File: config.mk
export PLATFORM = sky130hd
export DESIGN_NAME = clock_divider_multi
export DESIGN_NICKNAME = d
export VERILOG_FILES = /design/src/rtl/clock_divider_multi.sv
export SDC_FILE = /design/constraint.sdc
export NUM_CORES = 1
export LEC_CHECK = 0
export ABC_AREA = 1
export CORE_MARGIN = 2
export CORE_UTILIZATION = 55
export DETAILED_ROUTE_END_ITERATION = 10
export PLACE_DENSITY = 0.74
export SLEW_MARGIN = 40
export SYNTH_ARGS = -nofsm -noshare
export SYNTH_HDL_FRONTEND = slang
export SYNTH_SLANG_ARGS = --single-unit
File: constraint.sdc
create_clock -name clk -period 2.8 [get_ports clk]
set_input_delay 0.28 -clock clk [delete_from_list [all_inputs] [get_ports clk]]
set_output_delay 0.28 -clock clk [all_outputs]
set_load 0.1 [all_outputs]
File: src/rtl/clock_divider_multi.sv
// Multi-channel run-time programmable clock divider with 50% divided clock and tick strobe per channel.
// All outputs registered (one clk after the deciding edge); no flow control, writes are fire-and-forget.
module clock_divider_multi #(
  parameter  int NUM_CH      = 4,
  parameter  int DIV_W       = 8,
  parameter  int DEFAULT_DIV = 9,
  localparam int CH_W        = (NUM_CH > 1) ? $clog2(NUM_CH) : 1
) (
  input  logic              clk,
  input  logic              rst_n,
  input  logic [NUM_CH-1:0] en,
  input  logic [DIV_W-1:0]  div_in,
  input  logic [CH_W-1:0]   div_sel,
  input  logic              div_wr,
  input  logic              sync,
  output logic [NUM_CH-1:0] clk_div,
  output logic [NUM_CH-1:0] tick,
  output logic [NUM_CH-1:0] pending
);

  localparam logic [DIV_W-1:0] DEF_DIV = DIV_W'(DEFAULT_DIV);

  for (genvar i = 0; i < NUM_CH; i++) begin : g_ch
    logic [DIV_W-1:0] cnt_q, cnt_d;
    logic [DIV_W-1:0] act_q, act_d;
    logic [DIV_W-1:0] sh_q, sh_d;
    logic             clk_q, clk_d;
    logic             tick_q, tick_d;
    logic             pend_q, pend_d;
    logic             wr_hit;
    logic             terminal;

    // Out-of-range selects never match any channel index, so they are dropped here.
    assign wr_hit   = div_wr && (div_sel == CH_W'(i));
    assign terminal = (cnt_q == act_q);

    always_comb begin
      cnt_d  = cnt_q;
      act_d  = act_q;
      sh_d   = sh_q;
      clk_d  = clk_q;
      tick_d = 1'b0;
      pend_d = pend_q;
      if (sync) begin
        cnt_d  = '0;
        clk_d  = 1'b0;
        act_d  = wr_hit ? div_in : sh_q;
        sh_d   = wr_hit ? div_in : sh_q;
        pend_d = 1'b0;
      end else if (!en[i]) begin
        cnt_d = '0;
        clk_d = 1'b0;
        if (wr_hit) begin
          act_d  = div_in;
          sh_d   = div_in;
          pend_d = 1'b0;
        end
      end else begin
        if (terminal) begin
          cnt_d  = '0;
          clk_d  = ~clk_q;
          tick_d = 1'b1;
          act_d  = sh_q;
          pend_d = 1'b0;
        end else begin
          cnt_d = cnt_q + 1'b1;
        end
        // A write coinciding with a terminal lands in shadow and waits one more period.
        if (wr_hit) begin
          sh_d   = div_in;
          pend_d = 1'b1;
        end
      end
    end

    always_ff @(posedge clk or negedge rst_n) begin
      if (!rst_n) begin
        cnt_q  <= '0;
        act_q  <= DEF_DIV;
        sh_q   <= DEF_DIV;
        clk_q  <= 1'b0;
        tick_q <= 1'b0;
        pend_q <= 1'b0;
      end else begin
        cnt_q  <= cnt_d;
        act_q  <= act_d;
        sh_q   <= sh_d;
        clk_q  <= clk_d;
        tick_q <= tick_d;
        pend_q <= pend_d;
      end
    end

    assign clk_div[i] = clk_q;
    assign tick[i]    = tick_q;
    assign pending[i] = pend_q;
  end

endmodule

== Word-level counts from Yosys, hierarchy flattened ==
Cells that the tools add are included.

* Bits in registers: 108
* Input bits: 18
* Output and inout port bits: 12
* Logic and storage cells: 140

* Add/subtract/negate cells: 4
* Equal/unequal tests: 11
* Muxes and demuxes: 76
* Bitwise gates (word level): 4
* Reduce and logical (&&, ||, !) cells: 21

{| class="wikitable"
|+ Operators by type and width
! cell !! count
|-
| $mux W8 || 32
|-
| $mux W1 || 44
|-
| $add A8 B1 Y8 const B || 4
|-
| $eq A8 B8 Y1 || 4
|-
| $reduce_bool A3 Y1 || 8
|-
| $reduce_and A2 Y1 || 8
|-
| $ne A3 B1 Y1 const B || 4
|-
| $eq A2 B2 Y1 const B || 2
|-
| $logic_and A1 B1 Y1 || 4
|-
| $not A1 Y1 || 4
|-
| $eq A2 B1 Y1 const B || 1
|-
| $logic_not A2 Y1 || 1
|}

== Logic depth before layout (Yosys ltp) ==
Gate-level depths: netlist of run 1.

* Depth in word-level cells: 5
* Depth in mapped cells: 10

== Least setup slack after synthesis of run 1 ==
No wires, ideal clock.

* Path type: reg2reg
* From: register g_ch[0].act_q[3]
* To: register g_ch[0].act_q[4]
* Setup time: 65 ps
* Data arrival time: 1304 ps
* Required time: 2735 ps
* Path slack: 1431 ps
* Cell stages (with the launch flop): 9
* Clock period less this slack: 1369 ps
* Cells stage by stage: dfstp_2 -> xnor2_1 -> nand2_1 -> nor2_1 -> nand2_1 -> nand2_2 -> buf_2 -> nand3_1 -> nand2_1

* Cells in the longest elaborated chain, start to end: 3

{| class="wikitable"
|+ Ends and longest elaborated chain
! what !! line !! source
|-
| start: declaration || 25 || <nowiki>logic [DIV_W-1:0] act_q, act_d;</nowiki>
|-
| start signal: assignment || 86 || <nowiki>act_q <= act_d;</nowiki>
|-
| $eq A8 B8 Y1 || 35 || <nowiki>assign terminal = (cnt_q == act_q);</nowiki>
|-
| $ne A3 B1 Y1 (no source line) || - ||
|-
| $reduce_and A2 Y1 (no source line) || - ||
|}

Every way passes these cells.
A chain may end at the register's enable or synchronous reset.

== Worst setup path in the final report of run 1 ==
* From: register g_ch[2].act_q[3]
* To: register g_ch[2].act_q[6]

* Cells in the longest elaborated chain, start to end: 3

{| class="wikitable"
|+ Ends and longest elaborated chain
! what !! line
|-
| start: declaration || 25
|-
| start signal: assignment || 86
|-
| $eq A8 B8 Y1 || 35
|-
| $ne A3 B1 Y1 (no source line) || -
|-
| $reduce_and A2 Y1 (no source line) || -
|}

Every way passes these cells.

==> flow_summary.toml, run 1 <==
[run_status]
status = "finished clean"

[clock_tree]
cts_tree = "yes"
cts.sinks = 108
clk_latency_ns = 0.38
clk_pin_slew_ns = 0.09
root_buffer = "clkbuf_8"
cts.path.max_buffers = 2
ctsHoldBuffers = 1
ctsHtreeMaxLevel = 3
numCtsBuffers = 9
postCtsSetupRepairBufs = 0
cts.repair.resized = 0

[routing]
drtIter0Drc = 300
drt-total-wl_um = 11600
vias_per_cell = 5.15
post-route-drc-count = 0
dr.pass1.iters = 8
drt.antenna.violating_nets = 0
wl_per_cell_um = 12.5
via_count = 4755

[yosys]
syn_inst = 768
yosysSeqAreaShare_pct = 47.8
ys_ff_latch = 108
avgSynthCellArea_um2 = 7.42
yosysWarningCount = 0
synth.distinct_cells = 20
syn_area_mm2 = 0.00570
synth_nets = 790

[sta]
tns_ns = 0
finalSetupViolations = 0
fin_crit_ns = 1.80
fmax_mhz = 555
finalHoldViolCount = 0
rsz0062_at_grt = "no"
worst_pin_slew_ns = 0.708
max_slew_margin_pct = 52.7
min_period_over_period_pct = 64.3
final_max_slew_viol_count = 0
skew_ns = 0.0101

[final_layout]
layout_common_cells = "262 x nand2_1, 99 x o21ai_0, 93 x inv_1, 92 x dfrtp_1, 64 x nor2_1"
final_nets = 805
layout_commonest_cell = "nand2_1"
register_area_mm2 = 0.00272
drive_gt1_share_pct = 7.87
final_core_util_pct = 61.1
syn_to_final_growth_pct = 9.34
antenna_cells = 0
multi_input_area_mm2 = 0.00242
fillers = 921

[power]
p_comb_share_pct = 18.1
internal-power_mw = 2.51
cellPowerDensity_mw_per_mm2 = 572
p_switching_mw = 1.05
p_leak_nw = 3.03
switching_share_pct = 29.5
ir_worst_vdd_mv = 0.440
power.share.clock_pct = 29.5
power_frac_seq_pct = 52.4

[placement]
numPortBuffers = 29
routabilityCongestion = 0.802
hpwl_um = 8170

[floorplanning]
core_mm2 = 0.0102
start_util_pct = 55.9
die_h_um = 106
die_w_um = 106
ios = 30
rows = 37
die-area_mm2 = 0.0112

[job]
drv_cap = 0

[global_route]
antenna_found_initial = 0
grt_pass1_wl_um = 20300
grt_usage_pct = 22.7
overflow = 0
grt_start_max_net_pins = 67
first_global_vias = 4623

[setup_path]
crit_fanout = 17
regToRegSetupSlack_ns = 1.0
crit_top_cell = "nand2_1"
r2r_end = "g_ch[2].act_q[6]"
critPathSlowestCell = "dfstp_2"
crit_chain = "xnor2_1 -> nand2_1 -> nor2_1 -> nand2_1 -> nand2_2 -> nand2_1 -> nand2_1 -> nand2_1"
arrival_ns = 2.07
cp_data_required_time_ns = 3.07
cpPeakStageDelay_ns = 0.55
end_kind = "flop"
start_kind = "flop"
crit_type = "reg2reg"
r2r.worst_path.cells = 8
reg2reg_from = "g_ch[2].act_q[3]"

[worst_hold_path]
hp-class = "in2async"
sequential cells by signal, indices dropped and copies added (netlist names):
register,cells
g_ch.act_q,32
g_ch.cnt_q,32
g_ch.sh_q,32
g_ch.clk_q,4
g_ch.pend_q,4
g_ch.tick_q,4
how the worst max path moves through the flow:
stage	start	end
final	g_ch[2].act_q[3]	g_ch[2].act_q[6]
after global routing	g_ch[2].act_q[0]	g_ch[2].act_q[6]
after CTS	g_ch[2].act_q[3]	g_ch[2].act_q[7]
after detailed placement	sync	g_ch[2].act_q[7]
after global placement	sync	g_ch[2].act_q[1]
after floorplan	g_ch[0].act_q[3]	g_ch[0].act_q[4]
Yosys cell counts, drive strengths merged:
cell	n	area share (%)
nand2	267	18
o21ai	99	8.7
inv	93	6.1
dfrtp	92	40
nor2	64	4.2
nand3	58	5.7
buf	28	3.0
dfstp	16	7.4
xnor2	16	2.5
nor3	8	0.70
o211ai	8	1.1
clkbuf	5	0.33
ha	4	0.88
xor2	4	0.62
clkinv	3	0.20
o21bai	3	0.40
power by group through the flow:
stage	Sequential (mW)	Combinational, mW	Clock (mW)
floorplan	1.86	0.484	0
global placement	1.89	0.616	0
detailed placement	1.90	0.644	0
CTS	1.87	0.649	1.08
global route	1.89	0.756	1.14
finish	1.87	0.645	1.05
kinds of logic after synthesis:
| kind of cell | Yosys count | synth area share (%) |
|---|---|---|
| flops | 108 | 47.8 |
| compound gates | 110 | 10.1 |
| buf+inv | 129 | 9.64 |
| simple gates | 397 | 28.4 |
| xor+xnor | 20 | 3.08 |
| fa+ha+maj | 4 | 0.879 |
stage by stage:
stage	power, mW	setup slack (ns)	instances	hold WS [ns]	instance area [um^2]
after detailed placement	2.54	0.684	907	0.315	6000
after global placement	2.50	0.743	907	0.308	6000
final	3.56	0.999	924	0.428	6230
after global routing	3.79	0.796	924	0.474	6230
after CTS	3.60	0.990	924	0.435	6230
after floorplan	2.35	1.43	768	-0.0156	5700
worst max-delay path, delay by kind of cell (launching register included):
kind	cells	cell delay, ns
flops	1	0.55
simple gates	7	1.03
xor+xnor	1	0.11
per-layer routing:
| layer | up-vias | GRT usage, % | wire length, um |
|---|---|---|---|
| met3 | 18 | 5.88 | 436 |
| met1 | 2224 | 28.0 | 5210 |
| li1 | 2425 | - | - |
| met4 | 0 | 8.27 | 214 |
| met5 | - | 0 | 0 |
| met2 | 88 | 38.3 | 5710 |
layout make-up:
class / instances / area share, %
Timing Repair Buffer: 37 / 5.34
Sequential cell: 108 / 43.7
Clock inverter: 4 / 1.17
Clock buffer: 12 / 2.33
Tap cell: 136 / 2.73
Inverter: 96 / 5.79
Multi-Input combinational cell: 531 / 38.9
Note: power is estimated with default switching activity, not from simulation.
==> run 2: changes to the inputs <==
--- a/config.mk
+++ b/config.mk
@@ -7,9 +7,9 @@
 export LEC_CHECK = 0
 export ABC_AREA = 1
 export CORE_MARGIN = 2
-export CORE_UTILIZATION = 55
+export CORE_UTILIZATION = 54
 export DETAILED_ROUTE_END_ITERATION = 10
-export PLACE_DENSITY = 0.74
+export PLACE_DENSITY = 0.76
 export SLEW_MARGIN = 40
 export SYNTH_ARGS = -nofsm -noshare
 export SYNTH_HDL_FRONTEND = slang
==> constraint.sdc (replaced) <==
create_clock -name clk -period 1.5 [get_ports clk]
set_input_delay 0.15 -clock clk [delete_from_list [all_inputs] [get_ports clk]]
set_output_delay 0.15 -clock clk [all_outputs]
set_load 0.1 [all_outputs]
==> flow_summary.toml, run 2 (synthesis gave the netlist of run 1 again) <==
[routing]
drt.antenna.violating_nets = 0
via_count = 5037
dr.pass1.iters = 6
post-route-drc-count = 0
drtIter0Drc = 236
vias_per_cell = 5.16
drt-total-wl_um = 12800
wl_per_cell_um = 13.1

[global_route]
grt_pass1_wl_um = 21800
antenna_found_initial = 0
grt.busiest_layer = "met2"
first_global_vias = 4896
grtUsageMet2_pct = 41.2
grt_usage_pct = 24.0
overflow = 0
use_met3_pct = 5.78
met1_usage_pct = 30.1
grt_start_max_net_pins = 45

[clock_tree]
numCtsBuffers = 9
ctsHtreeMaxLevel = 3
clk_pin_slew_ns = 0.09
cts.sinks = 108
root_buffer = "clkbuf_8"
cts.path.max_buffers = 2
cts_tree = "yes"
clk_latency_ns = 0.38

[placement]
numPortBuffers = 29
pre_cts_ws_ns = -0.246
routabilityCongestion = 0.828
hpwl_um = 9140

[run_status]
status = "finished clean"

[power]
power_frac_seq_pct = 51.0
switching_share_pct = 30.0
ir_worst_vdd_mv = 0.897
cellPowerDensity_mw_per_mm2 = 976
p_leak_nw = 3.39
p_switching_mw = 2.05
internal-power_mw = 4.80
power.share.clock_pct = 26.7
finalPower_mw = 6.85
p_comb_share_pct = 22.3

[job]
drv_cap = 0

[floorplanning]
die_h_um = 107
ios = 30
rows = 37
core_mm2 = 0.0103
die-area_mm2 = 0.0114
start_util_pct = 55.4
die_w_um = 107

[sta]
final_max_slew_viol_count = 0
finalSetupViolations = 0
skew_ns = 0.00843
fin_crit_ns = 1.46
rsz0062_at_grt = "yes"
worst_pin_slew_ns = 0.452
finalHoldViolCount = 0
fmax_mhz = 684
tns_ns = 0
max_slew_margin_pct = 69.9
fin_ws_ns = 0.0389
min_period_over_period_pct = 97.4

[setup_path]
reg2reg_from = "g_ch[1].act_q[3]"
crit_path_end = "g_ch[1].act_q[4]"
cp_data_required_time_ns = 1.83
crit_type = "reg2reg"
arrival_ns = 1.79
startpoint = "g_ch[1].act_q[3]"
start_kind = "flop"
regToRegSetupSlack_ns = 0.04
end_kind = "flop"
crit_fanout = 8
r2r_end = "g_ch[1].act_q[4]"
r2r.worst_path.cells = 8

[final_layout]
top_regs = "g_ch.act_q: 32 flops, g_ch.cnt_q: 32 flops, g_ch.sh_q: 32 flops"
multi_input_area_mm2 = 0.00255
final_nets = 858
fillers = 826
register_area_mm2 = 0.00272
antenna_cells = 0
syn_to_final_growth_pct = 23.2
drive_gt1_share_pct = 16.4
layout_commonest_cell = "nand2_1"
layout_common_cells = "257 x nand2_1, 95 x o21ai_0, 92 x dfrtp_1, 91 x inv_1, 59 x nor2_1"

[worst_hold_path]
hp-class = "in2async"
run 2: changes by cell type in the layout (fill, tap and decap cells not counted), moves of 3 or more:
cell / change
buf_12: +20
nand2_4: +7
o21ai_0: -4
nand2_1: -5
nor2_2: +3
nor2_1: -5
o21ai_1: +4
buf_6: +5
nand3_1: -7
nand3_2: +7
buf_4: +27
run 2: cell type report:
class	count	share of cell area, %
clock inverter	3	0.642
tap	136	2.42
sequential	108	38.8
clock buffer	13	2.26
inverter	96	5.13
multi-input combinational	531	36.4
timing repair buffer	90	14.4
run 2: worst min path at each step:
| stage | endpoint | from |
|---|---|---|
| 2_1_floorplan | g_ch[0].act_q[1] | rst_n |
| 3_3_place_gp | g_ch[0].cnt_q[2] | rst_n |
| 3_5_place_dp | g_ch[0].cnt_q[3] | rst_n |
| 4_1_cts | g_ch[3].act_q[6] | rst_n |
| 5_1_grt | g_ch[0].cnt_q[3] | rst_n |
| 6_report | g_ch[0].cnt_q[2] | rst_n |
run 2: per-stage QoR:
step	hold slack, ns	area, um^2	std cells	utilization, %
final	0.260	7020	977	68.3
after global routing	0.283	7020	977	68.3
after CTS	0.251	6850	975	66.7
after detailed placement	0.124	6630	958	64.5
after global placement	0.128	6630	958	64.5
after floorplan	-0.146	5700	768	-
run 2: timing repair:
item,CTS,global route
setup endpoints to repair,9,46
hold buffers,1,0
resized for setup,3,40
setup buffers,0,2
pin swaps,0,19
hold endpoints to repair,29,0
run 2: power groups by stage:
stage / clock network [mW] / registers (mW) / logic (mW)
2_1_floorplan: 0 / 3.48 / 0.904
3_5_place_dp: 0 / 3.54 / 1.43
4_1_cts: 1.89 / 3.49 / 1.45
3_3_place_gp: 0 / 3.52 / 1.37
6_report: 1.83 / 3.49 / 1.53
5_1_grt: 2.01 / 3.53 / 1.75
run 2: worst max-delay path, stage by stage, from the launching register on:
cell	delay (ns)
dfstp_2	0.57
xnor2_2	0.11
nand2_1	0.07
nor2_1	0.13
nand2_1	0.10
nand2_2	0.13
buf_6	0.15
nand3_1	0.07
nand2_1	0.07
run 2: per-layer routing:
layer,wire (um),vias to the layer above
met1,5590,2380
met3,539,21
li1,-,2526
met2,6460,110
met5,0,-
met4,257,0
